$ cat config.mk
export PLATFORM = sky130hd
export DESIGN_NAME = hpu_cmd_arbiter_flat
export DESIGN_NICKNAME = d
export VERILOG_FILES = /design/src/rtl/hpu_cmd_arbiter_pkg.sv /design/src/rtl/hpu_cmd_pkg.sv /design/src/rtl/hpu_cmd_arbiter_if.sv /design/src/rtl/hpu_cmd_arbiter_rr_arb.sv /design/src/rtl/hpu_cmd_arbiter.sv /design/src/flat_wrapper.sv
export SDC_FILE = /design/constraint.sdc
export NUM_CORES = 1
export LEC_CHECK = 0
export ABC_CLOCK_PERIOD_IN_PS = 6730
export BUFFER_PORTS_ARGS = -buffer_cell sky130_fd_sc_hd__buf_2
export CELL_PAD_IN_SITES_DETAIL_PLACEMENT = 2
export CELL_PAD_IN_SITES_GLOBAL_PLACEMENT = 2
export CORE_AREA = 2 2 268 270
export CTS_CLUSTER_SIZE = 28
export DETAILED_ROUTE_END_ITERATION = 10
export DIE_AREA = 0 0 270 272
export PLACE_DENSITY = 0.68
export SYNTH_ARGS = -nofsm -noshare
export SYNTH_HDL_FRONTEND = slang
export SYNTH_SLANG_ARGS = --single-unit
$ cat constraint.sdc
create_clock -name clk_i -period 6.73 [get_ports clk_i]
set_input_delay 1.346 -clock clk_i [delete_from_list [all_inputs] [get_ports clk_i]]
set_output_delay 1.346 -clock clk_i [all_outputs]
set_load 0.02 [all_outputs]
$ cat src/rtl/hpu_cmd_arbiter_pkg.sv
// Width helpers for the command arbiter: outstanding-counter width and the
// core index width.
package hpu_cmd_arb_pkg;
  // Wide enough to hold MAX_OUTSTANDING itself, so the counter never wraps.
  function automatic int cnt_width(input int max_out);
    return $clog2(max_out + 1);
  endfunction

  function automatic int idx_width(input int n);
    return (n > 1) ? $clog2(n) : 1;
  endfunction
endpackage

$ cat src/rtl/hpu_cmd_pkg.sv
// Cluster command package: command request and completion types that the
// command frontends, the arbiter and the cluster command unit all share.
package hpu_cmd_pkg;
  localparam int CMD_CORE_ID_W = 16;

  typedef struct packed {
    logic [7:0]               cluster_id;
    logic [CMD_CORE_ID_W-1:0] core_id;
    logic [7:0]               local_cmd_id;
  } cmd_id_t;

  typedef struct packed {
    cmd_id_t     cmd_id;
    logic [31:0] payload;
  } cmd_req_t;

  typedef struct packed {
    cmd_id_t    cmd_id;
    logic [7:0] status;
  } cmd_resp_t;
endpackage

$ cat src/rtl/hpu_cmd_arbiter_if.sv
// Command/completion bus between the per-core frontends, the arbiter and the
// cluster command unit. slave = arbiter side, master = the surrounding cluster.
interface hpu_cmd_arbiter_if #(parameter int NUM_HPUS = 8);
  import hpu_cmd_pkg::*;

  logic [NUM_HPUS-1:0]     hpu_cmd_valid_i;
  logic [NUM_HPUS-1:0]     hpu_cmd_ready_o;
  cmd_req_t [NUM_HPUS-1:0] hpu_cmd_i;
  logic                    cmd_valid_o;
  logic                    cmd_ready_i;
  cmd_req_t                cmd_o;
  logic                    cmd_resp_valid_i;
  cmd_resp_t               cmd_resp_i;
  logic [NUM_HPUS-1:0]     hpu_cmd_resp_valid_o;
  cmd_resp_t               hpu_cmd_resp_o;
  logic                    resp_err_o;
  logic                    idle_o;

  modport slave (
    input  hpu_cmd_valid_i, hpu_cmd_i, cmd_ready_i, cmd_resp_valid_i, cmd_resp_i,
    output hpu_cmd_ready_o, cmd_valid_o, cmd_o, hpu_cmd_resp_valid_o, hpu_cmd_resp_o,
           resp_err_o, idle_o
  );

  modport master (
    output hpu_cmd_valid_i, hpu_cmd_i, cmd_ready_i, cmd_resp_valid_i, cmd_resp_i,
    input  hpu_cmd_ready_o, cmd_valid_o, cmd_o, hpu_cmd_resp_valid_o, hpu_cmd_resp_o,
           resp_err_o, idle_o
  );
endinterface

$ cat src/rtl/hpu_cmd_arbiter_rr_arb.sv
// Combinational round-robin picker: first set request at or above ptr_i,
// wrapping around; returns one-hot grant, its index and a valid flag.
module hpu_rr_arb import hpu_cmd_arb_pkg::*; #(
  parameter int N  = 8,
  parameter int IW = idx_width(N)
) (
  input  logic [N-1:0]  req_i,
  input  logic [IW-1:0] ptr_i,
  output logic [N-1:0]  gnt_o,
  output logic [IW-1:0] idx_o,
  output logic          vld_o
);
  logic [IW-1:0] j;

  // Walk from the far end back towards ptr_i so the nearest hit wins last.
  always_comb begin
    gnt_o = '0;
    idx_o = '0;
    vld_o = 1'b0;
    j     = '0;
    for (int k = N - 1; k >= 0; k--) begin
      j = ptr_i + IW'(k);
      if (req_i[j]) begin
        idx_o = j;
        vld_o = 1'b1;
      end
    end
    if (vld_o) gnt_o[idx_o] = 1'b1;
  end
endmodule

$ cat src/rtl/hpu_cmd_arbiter.sv
// Round-robin command arbiter in front of the cluster command unit, with
// per-core outstanding-command throttling and completion routing by core_id.
module hpu_cmd_arbiter import hpu_cmd_pkg::*, hpu_cmd_arb_pkg::*; #(
  parameter int NUM_HPUS        = 8,
  parameter int MAX_OUTSTANDING = 4,
  parameter int CORE_ID_WIDTH   = 16
) (
  input  logic              clk_i,
  input  logic              rst_i,
  hpu_cmd_arbiter_if.slave  bus
);
  localparam int CW = cnt_width(MAX_OUTSTANDING);
  localparam int IW = idx_width(NUM_HPUS);

  typedef logic [IW-1:0] core_idx_t;
  typedef logic [CW-1:0] cnt_t;

  cnt_t [NUM_HPUS-1:0] cnt_q, cnt_d;
  core_idx_t           rr_q, gnt_idx;
  logic [NUM_HPUS-1:0] elig, req, gnt, resp_ok_vec;
  logic                gnt_vld, slot_free, resp_ok;
  logic                cmd_valid_q, cmd_valid_d, idle_q, idle_d, err_q;
  cmd_req_t            cmd_q, cmd_d;
  logic [NUM_HPUS-1:0] resp_vld_q;
  cmd_resp_t           resp_q;
  logic [CORE_ID_WIDTH-1:0] resp_core;

  assign resp_core = bus.cmd_resp_i.cmd_id.core_id;
  assign slot_free = !cmd_valid_q || bus.cmd_ready_i;
  assign req       = slot_free ? elig : '0;

  // Eligibility and completion matching use the registered count, so a
  // completion never frees a throttled core within the same cycle.
  for (genvar i = 0; i < NUM_HPUS; i++) begin : g_core
    logic inc, dec;
    assign elig[i]        = bus.hpu_cmd_valid_i[i] && (cnt_q[i] < cnt_t'(MAX_OUTSTANDING));
    assign dec            = bus.cmd_resp_valid_i && (resp_core == CORE_ID_WIDTH'(i))
                            && (cnt_q[i] != '0);
    assign resp_ok_vec[i] = dec;
    assign inc            = gnt_vld && (gnt_idx == core_idx_t'(i));
    assign cnt_d[i]       = (inc && !dec) ? cnt_q[i] + cnt_t'(1) :
                            (dec && !inc) ? cnt_q[i] - cnt_t'(1) : cnt_q[i];
  end

  hpu_rr_arb #(.N(NUM_HPUS), .IW(IW)) u_rr_arb (
    .req_i (req),
    .ptr_i (rr_q),
    .gnt_o (gnt),
    .idx_o (gnt_idx),
    .vld_o (gnt_vld)
  );

  assign resp_ok     = |resp_ok_vec;
  assign cmd_d       = gnt_vld ? bus.hpu_cmd_i[gnt_idx] : cmd_q;
  assign cmd_valid_d = gnt_vld || (cmd_valid_q && !bus.cmd_ready_i);
  assign idle_d      = (cnt_d == '0) && !cmd_valid_d;

  always_ff @(posedge clk_i or posedge rst_i) begin
    if (rst_i) begin
      cnt_q       <= '0;
      rr_q        <= '0;
      cmd_valid_q <= 1'b0;
      cmd_q       <= '0;
      resp_vld_q  <= '0;
      resp_q      <= '0;
      err_q       <= 1'b0;
      idle_q      <= 1'b1;
    end else begin
      cnt_q       <= cnt_d;
      cmd_valid_q <= cmd_valid_d;
      cmd_q       <= cmd_d;
      if (gnt_vld) rr_q <= gnt_idx + core_idx_t'(1);
      resp_vld_q  <= resp_ok_vec;
      if (resp_ok) resp_q <= bus.cmd_resp_i;
      err_q       <= bus.cmd_resp_valid_i && !resp_ok;
      idle_q      <= idle_d;
    end
  end

  assign bus.hpu_cmd_ready_o      = gnt;
  assign bus.cmd_valid_o          = cmd_valid_q;
  assign bus.cmd_o                = cmd_q;
  assign bus.hpu_cmd_resp_valid_o = resp_vld_q;
  assign bus.hpu_cmd_resp_o       = resp_q;
  assign bus.resp_err_o           = err_q;
  assign bus.idle_o               = idle_q;
endmodule

$ cat src/flat_wrapper.sv
// flat-port wrapper written by rule: the top's interface ports become plain ports
module hpu_cmd_arbiter_flat import hpu_cmd_pkg::*, hpu_cmd_arb_pkg::*;
#(
  parameter int NUM_HPUS        = 8,
  parameter int MAX_OUTSTANDING = 4,
  parameter int CORE_ID_WIDTH   = 16
)
  (clk_i, rst_i, bus_hpu_cmd_valid_i, bus_hpu_cmd_i, bus_cmd_ready_i, bus_cmd_resp_valid_i, bus_cmd_resp_i, bus_hpu_cmd_ready_o, bus_cmd_valid_o, bus_cmd_o, bus_hpu_cmd_resp_valid_o, bus_hpu_cmd_resp_o, bus_resp_err_o, bus_idle_o);
  hpu_cmd_arbiter_if #(.NUM_HPUS(NUM_HPUS)) bus_i ();
  input  logic clk_i;
  input  logic rst_i;
  input wire logic [$bits(bus_i.hpu_cmd_valid_i)-1:0] bus_hpu_cmd_valid_i;
  input wire logic [$bits(bus_i.hpu_cmd_i)-1:0] bus_hpu_cmd_i;
  input wire logic [$bits(bus_i.cmd_ready_i)-1:0] bus_cmd_ready_i;
  input wire logic [$bits(bus_i.cmd_resp_valid_i)-1:0] bus_cmd_resp_valid_i;
  input wire logic [$bits(bus_i.cmd_resp_i)-1:0] bus_cmd_resp_i;
  output wire logic [$bits(bus_i.hpu_cmd_ready_o)-1:0] bus_hpu_cmd_ready_o;
  output wire logic [$bits(bus_i.cmd_valid_o)-1:0] bus_cmd_valid_o;
  output wire logic [$bits(bus_i.cmd_o)-1:0] bus_cmd_o;
  output wire logic [$bits(bus_i.hpu_cmd_resp_valid_o)-1:0] bus_hpu_cmd_resp_valid_o;
  output wire logic [$bits(bus_i.hpu_cmd_resp_o)-1:0] bus_hpu_cmd_resp_o;
  output wire logic [$bits(bus_i.resp_err_o)-1:0] bus_resp_err_o;
  output wire logic [$bits(bus_i.idle_o)-1:0] bus_idle_o;
  assign bus_i.hpu_cmd_valid_i = bus_hpu_cmd_valid_i;
  assign bus_i.hpu_cmd_i = bus_hpu_cmd_i;
  assign bus_i.cmd_ready_i = bus_cmd_ready_i;
  assign bus_i.cmd_resp_valid_i = bus_cmd_resp_valid_i;
  assign bus_i.cmd_resp_i = bus_cmd_resp_i;
  assign bus_hpu_cmd_ready_o = bus_i.hpu_cmd_ready_o;
  assign bus_cmd_valid_o = bus_i.cmd_valid_o;
  assign bus_cmd_o = bus_i.cmd_o;
  assign bus_hpu_cmd_resp_valid_o = bus_i.hpu_cmd_resp_valid_o;
  assign bus_hpu_cmd_resp_o = bus_i.hpu_cmd_resp_o;
  assign bus_resp_err_o = bus_i.resp_err_o;
  assign bus_idle_o = bus_i.idle_o;
  hpu_cmd_arbiter #(.NUM_HPUS(NUM_HPUS), .MAX_OUTSTANDING(MAX_OUTSTANDING), .CORE_ID_WIDTH(CORE_ID_WIDTH)) u_core (.clk_i(clk_i), .rst_i(rst_i), .bus(bus_i));
endmodule
==> run_results.csv, run 1 <==
group,metric,value,unit
route,wl_per_cell,23.5,um
finish,drive_gt1_share,36.0,%
sta,tightest_slew,1.23,ns
route,first_pass_iters,4,
synthesis,ys_types,73,
synthesis,synth_top_cell_area_share,30.7,%
synthesis,synth_area_per_cell,7.05,um2
sta,finClkSkew,0.0180,ns
sta,period_share,90.2,%
cts,cts_root_buffer,"clkbuf_16",
cts,numCtsBuffers,17,
route,ant_nets,0,
finish,final_cell_mix,"buf_2, nand2_1, dfrtp_1, nand3_1, nor2_1",
placed_design,dp_hpwl,60.3,mm
setup_path,path_max_fanout,19,
grt,grt_pass1_wl,110,mm
die,die_h,272,um
synthesis,ys_ff_latch,142,
route,vias_per_cell,4.70,
route,wl_met3,4.56,mm
sta,setup_viol,0,
run,drv_cap,0,
cts,htree_num_levels,4,
die,dieWidth,270,um
cts,cts_tree,"built",
grt,grt_pass1_vias,16100,
route,first_iter_violations,803,
placed_design,port_buffers,686,
die,ioPinCount,687,
setup_path,worstReg2RegStart,"u_core.rr_q[1]$_DFFE_PP0P_",
cts,ctsResizeCount,0,
setup_path,path_class,"primary input to output port",
cts,clk_pin_slew,0.08,ns
synthesis,syn_area,11500,um2
setup_path,arrival,4.72,ns
finish,final_common_cell,"buf_2",
synthesis,synth_warnings,0,
synthesis,async_reset_ff_share,100,%
setup_path,start_kind,"primary input",
setup_path,crit_path_end,"bus_hpu_cmd_ready_o[6]",
setup_path,r2r_slack,1.24,ns
cts,post_cts_buffers,0,
sta,finalSetupTns,0,ns
grt,track_usage,19.9,%
setup_path,r2r-end,"u_core.bus.cmd_o[15]$_DFFE_PP0P_",
grt,antenna_found_initial,45,
grt,grt_max_degree,107,
route,dr_wl_met2,37.6,mm
cts,cts_sinks,142,
sta,fmax,0.165,GHz
status,status,"finished, final reports clean",
route,remaining_drc_errors,0,
cts,hold_buffers,0,
finish,nNetsFinal,2816,
route,top_layer,"met5",
synthesis,syn-instance-count,1628,
route,wl_met1,31.8,mm
sta,rsz0062_at_grt,"no",
synthesis,synth_ff_type,"dfrtp_1",
synthesis,yosys-top-cells-area,"dfrtp_1, nand2_1, nand3_1",
sta,period_needed,6.07,ns
setup_path,worstSetupEndpointType,"output port",
synthesis,synth_edf_count,0,
setup_path,rr_worst_depth,17,
placed_design,routabilityCongestion,0.977,
route,route.vias.total,15000,
grt,grt-ovfl-total,0,
cts,clockBufferDepth,2,
setup_path,cp-startpoint,"bus_cmd_ready_i",
synthesis,yosys.area.top_type,"dfrtp_1",
sta,maxSlewHeadroom,17.0,%
setup_path,cp.required,5.38,ns
die,fp.coreArea,70800,um2
worst_hold_path,hp-class,"flip-flop to flip-flop",
sta,slew_violations,0,
route,drt-total-wl,75.3,mm
synthesis,synth_seq_area_share,31.0,%
synthesis,synth_nets,2219,
sta,hold_viol_final,0,
finish,area_delta_synth_final,43.8,%
die,dieArea,73400,um2
cts,clk_latency,0.49,ns
die,std_cell_rows,98,
die,start_util,16.2,%
[cells by family (layout without fill, tap and decap cells)]
kind of cell	count (synthesis)	in the layout	share of synthesized area (%)
adders and majority gates	35	35	3.65
DFF	142	142	31.0
and+or+nand+nor	923	923	35.9
xor gates and xnor gates	20	20	1.53
buffers and inverters	178	788	6.37
other	0	13	0
muxes	43	43	4.27
AOI/OAI and AO/OA	287	287	17.3
[registers in the layout, summed over array words and instances, names as in the netlist]
name	flops
u_core.cnt_q	24
u_core.bus.idle_o	1
u_core.bus.cmd_o	64
u_core.rr_q	3
u_core.bus.hpu_cmd_resp_o	40
u_core.bus.hpu_cmd_resp_valid_o	8
u_core.bus.cmd_valid_o	1
u_core.bus.resp_err_o	1
[cell type report]
| cell class | count | area [um2] |
|---|---|---|
| diodes | 13 | 32.5 |
| repair buffers | 714 | 3710 |
| well taps | 950 | 1190 |
| multi-input cells | 1308 | 7250 |
| clock buffers | 17 | 425 |
| flip-flops and latches | 142 | 3550 |
| inverters | 42 | 165 |
| fillers | 8572 | 54200 |
| clock inverters | 15 | 188 |
[cells in the mapped netlist (17+ instances only)]
cell and number:
nand2_1 532, dfrtp_1 141, nand3_1 139, clkbuf_1 89, nor2_1 82, a21oi_1 76
a31oi_1 70, a311oi_1 65, and3_1 64, inv_1 37, mux2_2 28, ha_1 27
buf_1 21, nor3_1 21, buf_2 19, xnor2_1 18, and2_1 17
[worst min-delay path by stage]
stage / from / endpoint / slack [ns] / depth (start not counted)
final: u_core.bus.hpu_cmd_resp_o[30]$_DFFE_PP0P_ / u_core.bus.hpu_cmd_resp_o[30]$_DFFE_PP0P_ / 0.48 / 1
after global placement: u_core.bus.hpu_cmd_resp_o[26]$_DFFE_PP0P_ / u_core.bus.hpu_cmd_resp_o[26]$_DFFE_PP0P_ / 0.47 / 1
after CTS: u_core.bus.hpu_cmd_resp_o[30]$_DFFE_PP0P_ / u_core.bus.hpu_cmd_resp_o[30]$_DFFE_PP0P_ / 0.49 / 1
after floorplan: u_core.cnt_q[9]$_DFF_PP0_ / u_core.cnt_q[9]$_DFF_PP0_ / 0.51 / 1
after global routing: u_core.bus.hpu_cmd_resp_o[23]$_DFFE_PP0P_ / u_core.bus.hpu_cmd_resp_o[23]$_DFFE_PP0P_ / 0.50 / 1
after detailed placement: u_core.bus.hpu_cmd_resp_o[27]$_DFFE_PP0P_ / u_core.bus.hpu_cmd_resp_o[27]$_DFFE_PP0P_ / 0.47 / 1
[critical path, cell delays in order]
cell and delay (ns):
buf_2 0.08, nand2b_1 0.59, nand2_1 0.23, o22ai_1 0.52, mux2i_1 0.27, or3_1 0.41, a31o_2 0.28, o211a_4 0.22
nor3_1 0.50, buf_2 0.27
[stage by stage]
stage / area (um2) / cells / utilization [%] / hold slack (ns) / setup WS [ns]
2_1_floorplan: 11500 / 1628 / - / 0.511 / 1.24
3_5_place_dp: 15900 / 3156 / 22.4 / 0.468 / 0.665
5_1_grt: 16500 / 3196 / 23.3 / 0.503 / 0.279
6_report: 16500 / 3201 / 23.3 / 0.484 / 0.662
4_1_cts: 16500 / 3188 / 23.3 / 0.490 / 0.636
3_3_place_gp: 15900 / 3156 / 22.4 / 0.467 / 0.774
[metal layers]
metal | track usage, % | vias up
met1 | 24.4 | 7480
met5 | 0 | -
met4 | 4.24 | 22
li1 | - | 6890
met3 | 4.98 | 97
met2 | 35.2 | 554
Power of run 1 is left out: the tool's default activity adds up to more than one toggle a clock period on the data nets, which glitch-free logic cannot reach.
==> run 2, diff against run 1 <==
--- a/config.mk
+++ b/config.mk
@@ -9,11 +9,13 @@
 export BUFFER_PORTS_ARGS = -buffer_cell sky130_fd_sc_hd__buf_2
 export CELL_PAD_IN_SITES_DETAIL_PLACEMENT = 2
 export CELL_PAD_IN_SITES_GLOBAL_PLACEMENT = 2
-export CORE_AREA = 2 2 268 270
+export CORE_AREA = 2 2 265 267
 export CTS_CLUSTER_SIZE = 28
 export DETAILED_ROUTE_END_ITERATION = 10
-export DIE_AREA = 0 0 270 272
-export PLACE_DENSITY = 0.68
+export DIE_AREA = 0 0 267 269
+export GPL_TIMING_DRIVEN = 0
+export PLACE_DENSITY = 0.62
 export SYNTH_ARGS = -nofsm -noshare
 export SYNTH_HDL_FRONTEND = slang
+export SYNTH_HIERARCHICAL = 1
 export SYNTH_SLANG_ARGS = --single-unit
==> run_results.csv, run 2 <==
group,metric,value,unit
die,start_util,16.3,%
grt,grt_max_degree,96,
finish,drive_gt1_share,53.5,%
route,vias_per_cell,4.58,
placed_design,dp_hpwl,63.1,mm
synthesis,synth_top_family_by_area,"multiplexers",
worst_hold_path,hp-class,"flip-flop to flip-flop",
sta,period_share,94.0,%
cts,clk_pin_slew,0.07,ns
route,route.vias.total,12400,
finish,stdcell_area,16700,um2
setup_path,cp_num_buf_inv,7,
cts,htree_num_levels,4,
setup_path,r2r_slack,0.73,ns
die,die_h,269,um
setup_path,worstReg2RegStart,"u_core/rr_q[0]$_DFFE_PP0P_",
die,ioPinCount,687,
sta,setup_viol,0,
setup_path,r2r-end,"u_core/bus.idle_o$_DFF_PP1_",
sta,finalSetupTns,0,ns
sta,maxSlewHeadroom,22.9,%
status,status,"finished, final reports clean",
placed_design,post_dp_cell_area,15900,um2
route,remaining_drc_errors,0,
grt,antenna_found_initial,60,
setup_path,cp.depth,22,
setup_path,worstSetupEndpointType,"flip-flop",
die,dieArea,71800,um2
run,drv_cap,0,
synthesis,async_reset_ff_share,100,%
synthesis,synth_top_cell_area_share,31.3,%
cts,cts_sinks,142,
placed_design,port_buffers,686,
route,first_pass_iters,5,
route,ant_nets,0,
cts,cts_tree,"built",
setup_path,cpPeakStageDelay,0.70,ns
synthesis,synth_area_per_cell,10.9,um2
cts,clk_latency,0.49,ns
finish,final_cell_mix,"buf_2, nand2_1, dfrtp_1, mux4_2, nor2_1",
die,fp.coreArea,69300,um2
finish,largest_reg_flops,64,
sta,finClkSkew,0.0152,ns
synthesis,synth_seq_area_share,31.5,%
finish,nNetsFinal,2335,
synthesis,synth-simple-area-share,16.2,%
synthesis,yosys-top-cells-area,"dfrtp_1, mux4_2, nand2_1",
cts,cts_root_buffer,"clkbuf_16",
route,first_iter_violations,669,
synthesis,yosys.area_share.adder,4.17,%
setup_path,path_max_fanout,10,
setup_path,cp_cell_sequence,"buf_2, nor2b_1, clkbuf_2, nor3b_2, mux4_1, mux2i_1, nor2b_1, o21ai_0, o311a_2, and2_4, buf_6, inv_1, clkbuf_4, clkbuf_4, inv_1, ha_1, and3_1, xnor2_1, xnor2_1, nor3_1, nand4_1, nor4_2",
synthesis,ys_ff_latch,142,
grt,grt-ovfl-total,0,
setup_path,cp-startpoint,"bus_cmd_ready_i",
synthesis,synth_compound_area_share,7.93,%
sta,hold_viol_final,0,
setup_path,critPathSlowestCell,"mux4_1",
die,dieWidth,267,um
setup_path,rr_worst_depth,23,
setup_path,path_delay_family,"buffers and inverters",
setup_path,start_kind,"primary input",
synthesis,synth.most_common_cell,"nand2_1",
setup_path,crit_path_end,"u_core/bus.idle_o$_DFF_PP1_",
synthesis,synth_edf_count,0,
route,drt-total-wl,74.1,mm
synthesis,synth_ff_type,"dfrtp_1",
die,std_cell_rows,97,
sta,slew_violations,0,
synthesis,syn_area,11300,um2
sta,period_needed,6.33,ns
placed_design,dpl.cell_count,2660,
cts,numCtsBuffers,17,
sta,tightest_slew,1.16,ns
finish,area_delta_synth_final,48.0,%
finish,final_common_cell,"buf_2",
placed_design,routabilityCongestion,0.960,
synthesis,synth_warnings,6,
setup_path,cp.required,7.11,ns
setup_path,path_class,"primary input to flip-flop",
grt,grt_pass1_wl,101,mm
synthesis,synth_nets,1629,
synthesis,synth.area.mux_share,33.7,%
synthesis,syn-instance-count,1033,
grt,grt_pass1_vias,13300,
finish,instances_no_fill,2707,
synthesis,ys_types,76,
synthesis,yosys.area.top_type,"dfrtp_1",
setup_path,arrival,6.71,ns
route,wl_per_cell,27.4,um
synthesis,synthXorXnorAreaFrac,2.10,%
cts,clockBufferDepth,2,
sta,rsz0062_at_grt,"no",
synthesis,synth_common_cells,"nand2_1, dfrtp_1, mux4_2",
sta,fmax,0.158,GHz
grt,track_usage,20.1,%
## run 2: worst min path at each step
| stage | depth (start not counted) | to | slack, ns | from |
|---|---|---|---|---|
| 2_1_floorplan | 1 | u_core/cnt_q[0]$_DFF_PP0_ | 0.47 | u_core/cnt_q[0]$_DFF_PP0_ |
| 3_3_place_gp | 1 | u_core/bus.hpu_cmd_resp_o[16]$_DFFE_PP0P_ | 0.46 | u_core/bus.hpu_cmd_resp_o[16]$_DFFE_PP0P_ |
| 3_5_place_dp | 1 | u_core/bus.hpu_cmd_resp_o[30]$_DFFE_PP0P_ | 0.47 | u_core/bus.hpu_cmd_resp_o[30]$_DFFE_PP0P_ |
| 4_1_cts | 1 | u_core/bus.hpu_cmd_resp_o[30]$_DFFE_PP0P_ | 0.49 | u_core/bus.hpu_cmd_resp_o[30]$_DFFE_PP0P_ |
| 5_1_grt | 1 | u_core/bus.hpu_cmd_resp_o[10]$_DFFE_PP0P_ | 0.51 | u_core/bus.hpu_cmd_resp_o[10]$_DFFE_PP0P_ |
| 6_report | 1 | u_core/bus.hpu_cmd_resp_o[30]$_DFFE_PP0P_ | 0.48 | u_core/bus.hpu_cmd_resp_o[30]$_DFFE_PP0P_ |
## run 2: through the flow
| step | setup WS (ns) | hold WS [ns] | util (%) |
|---|---|---|---|
| after CTS | 0.0956 | 0.488 | 24.0 |
| after global routing | 0.0281 | 0.510 | 24.1 |
| final | 0.402 | 0.482 | 24.1 |
| after detailed placement | -1.41 | 0.467 | 23.0 |
| after global placement | -1.28 | 0.462 | 22.9 |
| after floorplan | 0.892 | 0.472 | - |
## run 2: logic make-up (layout without fill, tap and decap cells)
logic type,Yosys count,in the layout
other,0,15
AOI/OAI and AO/OA,135,135
buffers and inverters,116,835
DFF,142,142
xor gates and xnor gates,27,27
and+or+nand+nor,377,377
muxes,197,197
adders and majority gates,39,39
## run 2: what timing repair did
| item | in CTS | in global routing |
|---|---|---|
| resized for setup | 15 | 4 |
| hold endpoints to repair | 0 | 0 |
| endpoints found under the setup margin | 34 | 1 |
| hold buffers | 0 | 0 |
| buffers inserted | 0 | 0 |
## run 2: per-layer routing
layer | GRT usage, % | wire (um) | up-vias
met2 | 34.6 | 37600 | 576
met5 | 0 | 149 | -
met4 | 6.18 | 1960 | 24
li1 | - | - | 5311
met1 | 24.4 | 29800 | 6331
met3 | 5.16 | 4600 | 143
## run 2: final cells by class
class,instances,area (um2)
Sequential cell,142,3550
Tap cell,940,1180
Fill cell,7898,52600
Timing Repair Buffer,688,3490
Clock buffer,19,453
Antenna cell,15,37.5
Multi-Input combinational cell,775,7270
Clock inverter,13,200
Buffer,75,354
Inverter,40,163
Power of run 2 is left out for the same reason.
==> run 3, diff against run 2 <==
--- a/config.mk
+++ b/config.mk
@@ -5,17 +5,17 @@
 export SDC_FILE = /design/constraint.sdc
 export NUM_CORES = 1
 export LEC_CHECK = 0
+export ABC_AREA = 1
 export ABC_CLOCK_PERIOD_IN_PS = 6730
 export BUFFER_PORTS_ARGS = -buffer_cell sky130_fd_sc_hd__buf_2
 export CELL_PAD_IN_SITES_DETAIL_PLACEMENT = 2
 export CELL_PAD_IN_SITES_GLOBAL_PLACEMENT = 2
-export CORE_AREA = 2 2 265 267
+export CORE_AREA = 2 2 267 269
 export CTS_CLUSTER_SIZE = 28
 export DETAILED_ROUTE_END_ITERATION = 10
-export DIE_AREA = 0 0 267 269
+export DIE_AREA = 0 0 269 271
 export GPL_TIMING_DRIVEN = 0
-export PLACE_DENSITY = 0.62
+export PLACE_DENSITY = 0.68
 export SYNTH_ARGS = -nofsm -noshare
 export SYNTH_HDL_FRONTEND = slang
-export SYNTH_HIERARCHICAL = 1
 export SYNTH_SLANG_ARGS = --single-unit
==> run_results.csv, run 3 <==
group,metric,value,unit
die,fp.coreArea,69800,um2
grt,antenna_found_initial,44,
route,ant_nets,0,
setup_path,rr_worst_depth,26,
placed_design,dp_hpwl,74.1,mm
finish,instances_no_fill,3313,
grt,grt_pass1_vias,16600,
synthesis,synth.most_common_cell,"nand2_1",
status,status,"finished, final reports clean",
sta,fmax,0.162,GHz
route,first_iter_violations,858,
synthesis,synth_warnings,0,
sta,setup_viol,0,
placed_design,port_buffers,686,
worst_hold_path,min_to,"u_core.bus.hpu_cmd_resp_o[10]$_DFFE_PP0P_",
route,remaining_drc_errors,0,
die,dieWidth,269,um
cts,clockBufferDepth,2,
setup_path,worstSetupEndpointType,"output port",
setup_path,r2r-end,"u_core.bus.idle_o$_DFF_PP1_",
sta,hold_viol_final,0,
synthesis,synth_ff_type,"dfrtp_1",
cts,hold_buffers,0,
cts,ctsResizeCount,0,
die,start_util,15.6,%
grt,grt_pass1_wl,121,mm
sta,slew_violations,0,
synthesis,yosys.area.top_type,"dfrtp_1",
setup_path,cp.required,5.38,ns
worst_hold_path,hold_depth,2,
sta,period_share,91.7,%
synthesis,synth_top_cell_area_share,32.5,%
cts,numCtsBuffers,17,
setup_path,start_kind,"flip-flop",
synthesis,synth_edf_count,0,
cts,htree_num_levels,4,
setup_path,arrival,4.82,ns
cts,cts_sinks,142,
synthesis,synth_seq_area_share,32.7,%
die,std_cell_rows,97,
setup_path,r2r_slack,1.71,ns
route,first_pass_iters,5,
cts,cts_root_buffer,"clkbuf_16",
cts,post_cts_buffers,0,
synthesis,syn_area,10900,um2
cts,clk_latency,0.50,ns
finish,final_cell_mix,"nand2_1, buf_2, dfrtp_1, nand3_1, inv_1",
die,die_h,271,um
placed_design,dpl.cell_count,3268,
synthesis,yosys-top-cells-area,"dfrtp_1, nand2_1, nand3_1",
worst_hold_path,hp-class,"flip-flop to flip-flop",
synthesis,async_reset_ff_share,100,%
cts,clk_pin_slew,0.08,ns
setup_path,path_class,"flip-flop to output port",
route,vias_per_cell,4.50,
die,ioPinCount,687,
route,wl_per_cell,26.4,um
setup_path,path_max_fanout,10,
grt,track_usage,23.7,%
finish,largest_reg_flops,64,
synthesis,synth_nets,2232,
route,route.vias.total,14900,
run,drv_cap,0,
sta,finClkSkew,0.0197,ns
worst_hold_path,min_from,"u_core.bus.hpu_cmd_resp_o[10]$_DFFE_PP0P_",
route,drt-total-wl,87.4,mm
finish,nNetsFinal,2938,
placed_design,routabilityCongestion,0.964,
synthesis,ys_ff_latch,142,
finish,final_common_cell,"nand2_1",
sta,tightest_slew,1.13,ns
synthesis,ys_types,44,
sta,maxSlewHeadroom,24.4,%
synthesis,synth_area_per_cell,6.61,um2
finish,area_delta_synth_final,48.7,%
sta,rsz0062_at_grt,"no",
die,dieArea,72900,um2
cts,cts_tree,"built",
setup_path,worstReg2RegStart,"u_core.rr_q[1]$_DFFE_PP0P_",
sta,holdWs,0.473,ns
sta,period_needed,6.17,ns
grt,grt_max_degree,90,
grt,grt-ovfl-total,0,
finish,drive_gt1_share,36.1,%
finish,final_util,23.1,%
synthesis,synth_common_cells,"nand2_1, dfrtp_1, nand3_1",
synthesis,syn-instance-count,1641,
run 3: cell types whose count changed after synthesis, sizes merged, moves of 22 or more:
cell,before,now
nand3,11,136
nand2,169,784
inv,39,110
and2,24,0
mux2,34,0
buf,37,71
nand4,8,91
nor2,91,69
a31oi,66,0
xnor2,23,1
a22oi,4,39
o221ai,1,33
mux4,139,0
mux2i,24,0
run 3: area by class of cell:
class / instances / area [um2]
fillers: 8593 / 53600
inverters: 111 / 432
flip-flops and latches: 142 / 3550
plain buffers: 99 / 543
clock inverters: 15 / 188
clock buffers: 17 / 425
well taps: 940 / 1180
multi-input cells: 1289 / 6330
diodes: 13 / 32.5
repair buffers: 687 / 3460
run 3: worst max-delay path by stage:
stage	startpoint	end	slack, ns	cells past startpoint
finish	u_core.rr_q[1]$_DFFE_PP0P_	bus_hpu_cmd_ready_o[7]	0.56	20
floorplan	rst_i	u_core.bus.cmd_o[0]$_DFFE_PP0P_	1.58	1
CTS	u_core.rr_q[1]$_DFFE_PP0P_	bus_hpu_cmd_ready_o[7]	0.39	20
detailed placement	bus_cmd_ready_i	bus_hpu_cmd_ready_o[7]	0.51	20
global route	u_core.rr_q[1]$_DFFE_PP0P_	bus_hpu_cmd_ready_o[7]	0.13	20
global placement	rst_i	u_core.cnt_q[22]$_DFF_PP0_	-1.09	2
run 3: logic make-up after synthesis:
logic type	synth area share, %
XOR/XNOR	1.10
flip-flops	32.7
adder cells (fa/ha/maj)	3.11
AND/OR/NAND/NOR	45.4
AO/OA/AOI/OAI	8.70
buffers and inverters	8.91
run 3: through the flow:
stage | setup TNS (ns) | instance area, um2 | setup WS (ns)
finish | 0 | 16100 | 0.561
global route | 0 | 16100 | 0.128
CTS | 0 | 16100 | 0.391
detailed placement | 0 | 15500 | 0.506
global placement | -149.96 | 15500 | -1.09
floorplan | 0 | 10900 | 1.58
run 3: worst max-delay path, stage by stage (launching register included):
cell	delay, ns
dfrtp_1	0.35
buf_4	0.18
inv_2	0.12
ha_1	0.28
clkbuf_1	0.31
inv_1	0.19
nand3_1	0.13
nand2_1	0.11
o21ai_2	0.27
nor2_1	0.08
nand2_1	0.07
nand2_1	0.05
nand2_1	0.09
nand2_1	0.07
nand2_2	0.15
inv_4	0.09
buf_6	0.19
buf_2	0.29
buf_1	0.43
nor3_1	0.59
buf_2	0.27
run 3: per-layer routing:
| layer | vias up | share of wire [%] | GRT usage [%] |
|---|---|---|---|
| met5 | - | 0.18 | 0 |
| met2 | 492 | 51 | 42.0 |
| li1 | 6828 | - | - |
| met3 | 123 | 4.8 | 4.61 |
| met1 | 7431 | 42 | 28.9 |
| met4 | 26 | 2.7 | 6.46 |
Power of run 3 is left out for the same reason.
